<file path="src/rtl/serial_subtractor4_if.sv">
// Operand/result bundle for serial_subtractor4.
// Optional port ovf exists only when SERIAL_SUBTRACTOR4_OVF_EN is defined.
interface serial_subtractor4_if;
  logic start;
  logic a0, a1, a2, a3;
  logic b0, b1, b2, b3;
  logic bin;
  logic d0, d1, d2, d3;
  logic bout;
  logic busy;
  logic done;
`ifdef SERIAL_SUBTRACTOR4_OVF_EN
  logic ovf;

  modport master (
    output start, a0, a1, a2, a3, b0, b1, b2, b3, bin,
    input  d0, d1, d2, d3, bout, busy, done, ovf
  );

  modport slave (
    input  start, a0, a1, a2, a3, b0, b1, b2, b3, bin,
    output d0, d1, d2, d3, bout, busy, done, ovf
  );
`else
  modport master (
    output start, a0, a1, a2, a3, b0, b1, b2, b3, bin,
    input  d0, d1, d2, d3, bout, busy, done
  );

  modport slave (
    input  start, a0, a1, a2, a3, b0, b1, b2, b3, bin,
    output d0, d1, d2, d3, bout, busy, done
  );
`endif
endinterface

</file>
<file path="src/rtl/serial_subtractor4.sv">
// 4-bit bit-serial subtractor: {bout,D} = A - B - bin, one bit per cycle, LSB first.
// Define SERIAL_SUBTRACTOR4_OVF_EN to add the registered signed-overflow flag ovf.
//
// state | meaning
// IDLE  | waiting for start; outputs hold the last result
// SHIFT | processing bit cnt_q of the latched operands
// DONE  | result valid on outputs, done pulses for this one cycle
module serial_subtractor4 (
  input logic             clk,
  input logic             rst,
  serial_subtractor4_if.slave sif
);

  typedef enum logic [1:0] {
    IDLE  = 2'd0,
    SHIFT = 2'd1,
    DONE  = 2'd2
  } state_t;

  state_t     state_q, state_d;
  logic [1:0] cnt_q;
  logic [3:0] a_q, b_q;
  logic [3:0] wd_q;
  logic       br_q;
  logic [3:0] d_q;
  logic       bout_q;
  logic       a_k, b_k, d_k, br_k;
  logic       last_bit;

  // Current bit slice of the latched operands and its full-subtractor result.
  assign a_k      = a_q[cnt_q];
  assign b_k      = b_q[cnt_q];
  assign d_k      = a_k ^ b_k ^ br_q;
  assign br_k     = (~a_k & b_k) | (~(a_k ^ b_k) & br_q);
  assign last_bit = (cnt_q == 2'd3);

  // State register.
  always_ff @(posedge clk) begin
    if (rst) state_q <= IDLE;
    else     state_q <= state_d;
  end

  // Next-state decode; start is only looked at in IDLE so nothing queues.
  always_comb begin
    state_d = state_q;
    case (state_q)
      IDLE:    if (sif.start) state_d = SHIFT;
      SHIFT:   if (last_bit)  state_d = DONE;
      DONE:    state_d = IDLE;
      default: state_d = IDLE;
    endcase
  end

  // Status outputs decoded straight from the state.
  always_comb begin
    sif.busy = 1'b0;
    sif.done = 1'b0;
    case (state_q)
      SHIFT:   sif.busy = 1'b1;
      DONE:    sif.done = 1'b1;
      default: ;
    endcase
  end

  // Datapath: latch on start, shift into a working register, and only copy
  // to the output registers on the final bit so D/bout hold the previous
  // result for the whole of SHIFT.
  always_ff @(posedge clk) begin
    if (rst) begin
      cnt_q  <= 2'd0;
      a_q    <= 4'd0;
      b_q    <= 4'd0;
      wd_q   <= 4'd0;
      br_q   <= 1'b0;
      d_q    <= 4'd0;
      bout_q <= 1'b0;
    end else begin
      case (state_q)
        IDLE: begin
          if (sif.start) begin
            a_q   <= {sif.a3, sif.a2, sif.a1, sif.a0};
            b_q   <= {sif.b3, sif.b2, sif.b1, sif.b0};
            br_q  <= sif.bin;
            cnt_q <= 2'd0;
          end
        end
        SHIFT: begin
          wd_q[cnt_q] <= d_k;
          br_q        <= br_k;
          cnt_q       <= cnt_q + 2'd1;
          if (last_bit) begin
            d_q    <= {d_k, wd_q[2:0]};
            bout_q <= br_k;
          end
        end
        default: ;
      endcase
    end
  end

  assign sif.d0   = d_q[0];
  assign sif.d1   = d_q[1];
  assign sif.d2   = d_q[2];
  assign sif.d3   = d_q[3];
  assign sif.bout = bout_q;

`ifdef SERIAL_SUBTRACTOR4_OVF_EN
  logic ovf_q;

  // Signed overflow: operand signs differ and the result sign differs from A.
  always_ff @(posedge clk) begin
    if (rst)
      ovf_q <= 1'b0;
    else if (state_q == SHIFT && last_bit)
      ovf_q <= (a_q[3] ^ b_q[3]) & (a_q[3] ^ d_k);
  end

  assign sif.ovf = ovf_q;
`endif

endmodule

</file>
<file path="src/flat_wrapper.sv">
// flat-port wrapper written by rule: the top's interface ports become plain ports
module serial_subtractor4_flat 
  (clk, rst, sif_start, sif_a0, sif_a1, sif_a2, sif_a3, sif_b0, sif_b1, sif_b2, sif_b3, sif_bin, sif_d0, sif_d1, sif_d2, sif_d3, sif_bout, sif_busy, sif_done);
  serial_subtractor4_if sif_i ();
  input logic clk;
  input logic rst;
  input wire logic [$bits(sif_i.start)-1:0] sif_start;
  input wire logic [$bits(sif_i.a0)-1:0] sif_a0;
  input wire logic [$bits(sif_i.a1)-1:0] sif_a1;
  input wire logic [$bits(sif_i.a2)-1:0] sif_a2;
  input wire logic [$bits(sif_i.a3)-1:0] sif_a3;
  input wire logic [$bits(sif_i.b0)-1:0] sif_b0;
  input wire logic [$bits(sif_i.b1)-1:0] sif_b1;
  input wire logic [$bits(sif_i.b2)-1:0] sif_b2;
  input wire logic [$bits(sif_i.b3)-1:0] sif_b3;
  input wire logic [$bits(sif_i.bin)-1:0] sif_bin;
  output wire logic [$bits(sif_i.d0)-1:0] sif_d0;
  output wire logic [$bits(sif_i.d1)-1:0] sif_d1;
  output wire logic [$bits(sif_i.d2)-1:0] sif_d2;
  output wire logic [$bits(sif_i.d3)-1:0] sif_d3;
  output wire logic [$bits(sif_i.bout)-1:0] sif_bout;
  output wire logic [$bits(sif_i.busy)-1:0] sif_busy;
  output wire logic [$bits(sif_i.done)-1:0] sif_done;
  assign sif_i.start = sif_start;
  assign sif_i.a0 = sif_a0;
  assign sif_i.a1 = sif_a1;
  assign sif_i.a2 = sif_a2;
  assign sif_i.a3 = sif_a3;
  assign sif_i.b0 = sif_b0;
  assign sif_i.b1 = sif_b1;
  assign sif_i.b2 = sif_b2;
  assign sif_i.b3 = sif_b3;
  assign sif_i.bin = sif_bin;
  assign sif_d0 = sif_i.d0;
  assign sif_d1 = sif_i.d1;
  assign sif_d2 = sif_i.d2;
  assign sif_d3 = sif_i.d3;
  assign sif_bout = sif_i.bout;
  assign sif_busy = sif_i.busy;
  assign sif_done = sif_i.done;
  serial_subtractor4 u_core (.clk(clk), .rst(rst), .sif(sif_i));
endmodule
</file>
<file path="config.mk">
export PLATFORM = sky130hd
export DESIGN_NAME = serial_subtractor4_flat
export DESIGN_NICKNAME = d
export VERILOG_FILES = /design/src/rtl/serial_subtractor4_if.sv /design/src/rtl/serial_subtractor4.sv /design/src/flat_wrapper.sv
export SDC_FILE = /design/constraint.sdc
export NUM_CORES = 1
export LEC_CHECK = 0
export CORE_MARGIN = 4
export CORE_UTILIZATION = 48
export DETAILED_ROUTE_END_ITERATION = 10
export PLACE_DENSITY_LB_ADDON = 0.1
export REMOVE_ABC_BUFFERS = 1
export SLEW_MARGIN = 20
export SYNTH_ARGS = -nofsm -noshare
export SYNTH_HDL_FRONTEND = slang
export SYNTH_SLANG_ARGS = --single-unit
</file>
<file path="constraint.sdc">
create_clock -name clk -period 2.3 [get_ports clk]
set_clock_uncertainty 0.05 [all_clocks]
set_input_delay 0.575 -clock clk [delete_from_list [all_inputs] [get_ports clk]]
set_output_delay 0.575 -clock clk [all_outputs]
set_load 0.02 [all_outputs]
</file>
After elaboration in Yosys (flattened, before gate mapping) --
Cells that the tools add are included.
Storage, ports and cells: word-level logic and storage cells 46, output and inout bits 7, bits of input ports 12, flip-flop bits (word level) 22
Operators by class: reduce and logical (&&, ||, !) cells 7, add/subtract/negate cells 1, mux-type cells 16, bitwise operators 7, magnitude comparators 2, equality and inequality tests 5
Operators by type and width (number):
- $pmux 2 s2 | 2
- $reduce_and 2->1 | 4
- $mux 1 | 6
- $mux 2 | 3
- $bmux 1 s2 | 2
- $bwmux 4 | 1
- $eq 2x2->1 const B | 2
- $lt 2x3->1 const B | 1
- $add 2x1->2 const B | 1
- $and 1x1->1 | 2
- $demux 1 s2 | 1
- $eq 2x1->1 const B | 1
- $ge 2x1->1 const B | 1
- $logic_not 2->1 | 1
- $ne 2x1->1 const B | 1
- $ne 2x2->1 const B | 1
- $not 1->1 | 2
- $pmux 1 s2 | 1
- $reduce_bool 2->1 | 1
- $xor 1x1->1 | 2
- $logic_and 1x1->1 | 1
- $or 1x1->1 | 1

Depth between registers and ports, before layout --
depth in word-level cells 7, gate-level depth with buffers 5, depth with buffers taken out 5

Worst setup path after synthesis --
OpenSTA, ideal clock, no wires.
path kind reg2reg, start point register u_core.cnt_q[0], end point register u_core.d_q[3], path buffers 0, slack 0.470 ns, cell stages (with the launch flop) 5, data arrival time 1.709 ns, clock period less this slack 1.830 ns, library setup time 0.070 ns, required time 2.180 ns, path through dfxtp_1 -> mux4_2 -> fa_1 -> nand3_1 -> a21oi_1
Between the ends: longest elaborated chain between the ends 4, elaborated cells between the ends (all ways) 8, classes of those cells eq/ne: 1; mux: 4; bitwise: 2; reduce/logical: 1
RTL lines:
- from (decl) | line serial_subtractor4.sv:21 | logic [1:0] cnt_q;
- from (signal assigned) | line serial_subtractor4.sv:90 | cnt_q <= cnt_q + 2'd1;
- $bmux 1 s2, on equally long branches | line serial_subtractor4.sv:31, serial_subtractor4.sv:32
- $mux 1, on equally long branches | line serial_subtractor4.sv:31, serial_subtractor4.sv:32
- $xor 1x1->1 (*) (2 in series) | line serial_subtractor4.sv:33 | assign d_k = a_k ^ b_k ^ br_q;
- net u_core.d_k | line serial_subtractor4.sv:27 | logic a_k, b_k, d_k, br_k;
- to (signal assigned) | line serial_subtractor4.sv:92 | d_q <= {d_k, wd_q[2:0]};
- to (decl) | line serial_subtractor4.sv:25 | logic [3:0] d_q;
The timed path passes the listed nets; every way through them passes the cells marked *. The select of a mux whose other input is x is not followed. A chain may end at the register's enable or synchronous reset.

Worst setup path in the final report --
start point register u_core.state_q[1], end point output port sif_done
Between the ends: longest elaborated chain between the ends 2
RTL lines:
- from (decl) | line serial_subtractor4.sv:20 | state_t state_q, state_d;
- from (signal assigned) | line serial_subtractor4.sv:40 | else state_q <= state_d;
- $eq 2x2->1 | line serial_subtractor4.sv:58 | case (state_q)
- $mux 1 | line serial_subtractor4.sv:58
- to (decl) | line flat_wrapper.sv:23 | output wire logic [$bits(sif_i.done)-1:0] sif_done;
No other way between the ends.

==> results.toml <==
[pwr]
finalPower_mw = 0.670
power_leakage_nw = 0.439
p_per_area_nw_per_um2 = 580
ir_drop_uv = 446

[worst_setup_path]
cp.required_ns = 1.67
path_class = "reg2out"
cp_max_fo = 7
cp.arrival_ns = 1.50
r2r-start = "u_core.cnt_q[1]$_SDFFE_PP0P_"
cp-end-kind = "output pin"
crit_start = "u_core.state_q[1]$_SDFFE_PP0P_"
critical_path.startpoint_type = "flip-flop"

[clocking]
clk_latency_ns = 0.30
numCtsBuffers = 3
h-tree-depth = 1
cts.sinks = 21
post_cts_buffers = 0
clk_pin_slew_ns = 0.11
cts_hold_buf = 0
clockBufferDepth = 2
post_cts_resized = 0
root_buffer = "clkbuf_4"
cts_tree = "yes"

[final_layout]
layout-drive-gt1-share_pct = 10.3
num-fill-cells = 173
instances_no_fill = 151
layout.nets = 144
diodes = 0
area_delta_synth_final_pct = 25.7

[placed_design]
dp_hpwl_um = 1370
gp_congestion = 0.783
dp_cells = 147
portBuffers = 18

[die]
row_count = 15
ios = 19
dieArea_um2 = 2680
initial_utilization_pct = 52.1
dieHeight_um = 51.8
die_x_um = 51.8
core_area_um2 = 1760

[synth]
synth-seq-cells = 21
yosysMostFrequentCell = "nand2_1"
postSynth.asyncResetShare_pct = 0
synth_top_cell_area_share_pct = 45.7
yosysWarnings = 0
yosysSeqAreaShare_pct = 45.7
synth-main-ff-cell = "dfxtp_1"
synthDistinctLibCells = 22
synth_common_cells = "nand2_1 (22), dfxtp_1 (21), a21oi_1 (19)"
synth_area_leaders = "dfxtp_1 (46%), a21oi_1 (10%), nand2_1 (9.0%)"
postSynthAreaPerCell_um2 = 8.68
synth_edf_count = 0
syn_inst = 106
synthesis.area_um2 = 920
netlist.top_cell.by_area = "dfxtp_1"

[drt]
routed_wl_um = 1810
num_vias = 771
avgViaCountPerCell = 5.11
drc = 0
wl_per_cell_um = 12.0
detail-route-antenna-nets = 0
drt_first_pass_iters = 4
drt_iter0_markers = 11

[global_routing]
grt.overflow.total = 0
grt_pass1_vias = 797
grt.total_usage_pct = 16.9
grt_first_pass_wirelength_um = 3420
grt_max_degree = 14
antenna_found_initial = 0

[timing]
grt_setup_unrepaired = "false"
post-route-period-util_pct = 92.2
worstMarginPinSlew_ns = 0.513
max_freq_ghz = 0.471
setup_violations = 0
drv_slew = 0
post-route-min-period_ns = 2.12
slew_headroom_pct = 65.7
finalHoldViolations = 0
setup-tns-final_ns = 0

[min_path]
min_from = "u_core.a_q[3]$_SDFFE_PP0P_"
hp-class = "reg2reg"

[status]
outcome = "finished, final reports clean"

[run]
max-cap-violations = 0
==> worst paths after layout <==
kind	slack, ns	cells after the start	endpoint
setup / recovery	0.18	2	sif_done
hold reg to reg	0.41	2	u_core.a_q[3]$_SDFFE_PP0P_
hold / removal	0.41	2	u_core.a_q[3]$_SDFFE_PP0P_
setup reg to reg	0.37	5	u_core.wd_q[2]$_SDFFE_PP0P_
==> metrics by stage <==
| stage | hold slack, ns | util (%) | instance area (um^2) | setup WS [ns] |
|---|---|---|---|---|
| after floorplan | 0.377 | - | 890 | 0.466 |
| after global placement | 0.392 | 63.7 | 1120 | 0.252 |
| after detailed placement | 0.396 | 63.7 | 1120 | 0.221 |
| after CTS | 0.413 | 65.2 | 1150 | 0.00306 |
| after global routing | 0.443 | 65.5 | 1160 | 0.0796 |
| final | 0.411 | 65.5 | 1160 | 0.179 |
==> cell usage in the layout (no fill, tap or decap), types with 2 or more instances in the layout <==
cell type and count:
inv_1 8, clkbuf_4 3, clkdlybuf4s50_1 17, dfxtp_1 20, a21oi_1 19, nand2_1 22, mux4_2 2, o21ai_0 4
nor2_1 3, nand3_1 8, ha_1 4, buf_4 3
==> metal layers <==
metal,global-route usage (%),routed length (um)
met5,0,0
met4,7.86,26
met3,2.58,65
met2,26.9,835
met1,22.3,886
==> cell type report <==
cell class                      instances  area, um^2  area share, %
Multi-Input combinational cell         72         442           38.2
Clock buffer                            4        26.3           2.27
Tap cell                               25        31.3           2.71
Inverter                                8        30.0           2.60
Timing Repair Buffer                   21         205           17.7
Sequential cell                        21         422           36.5
==> critical path: stages, from the launching register on <==
cell	delay (ns)
dfxtp_1	0.43
nor2b_1	0.16
clkdlybuf4s50_1	0.61
==> sequential cells by signal, indices dropped and copies added, names as in the netlist <==
| signal | cells |
|---|---|
| u_core.a_q | 4 |
| u_core.b_q | 4 |
| u_core.d_q | 4 |
| u_core.wd_q | 3 |
| u_core.cnt_q | 2 |
| u_core.state_q | 2 |
| u_core.br_q | 1 |
| u_core.sif.bout | 1 |
==> kinds of logic after synthesis <==
kind of cell               synth area share (%)
DFF                                        45.7
adders and majority gates                  7.62
buffers and inverters                      6.53
and+or+nand+nor                            19.7
AOI/OAI and AO/OA                          15.5
muxes                                      4.90
==> where the power goes <==
part	total (mW)	internal (mW)	switching, mW	leakage (nW)
sequential	0.390	0.380	0.0104	0.172
combinational	0.106	0.0517	0.0542	0.253
clock	0.174	0.0676	0.106	0.0150
No activity file was read; power rests on OpenSTA's default activity.
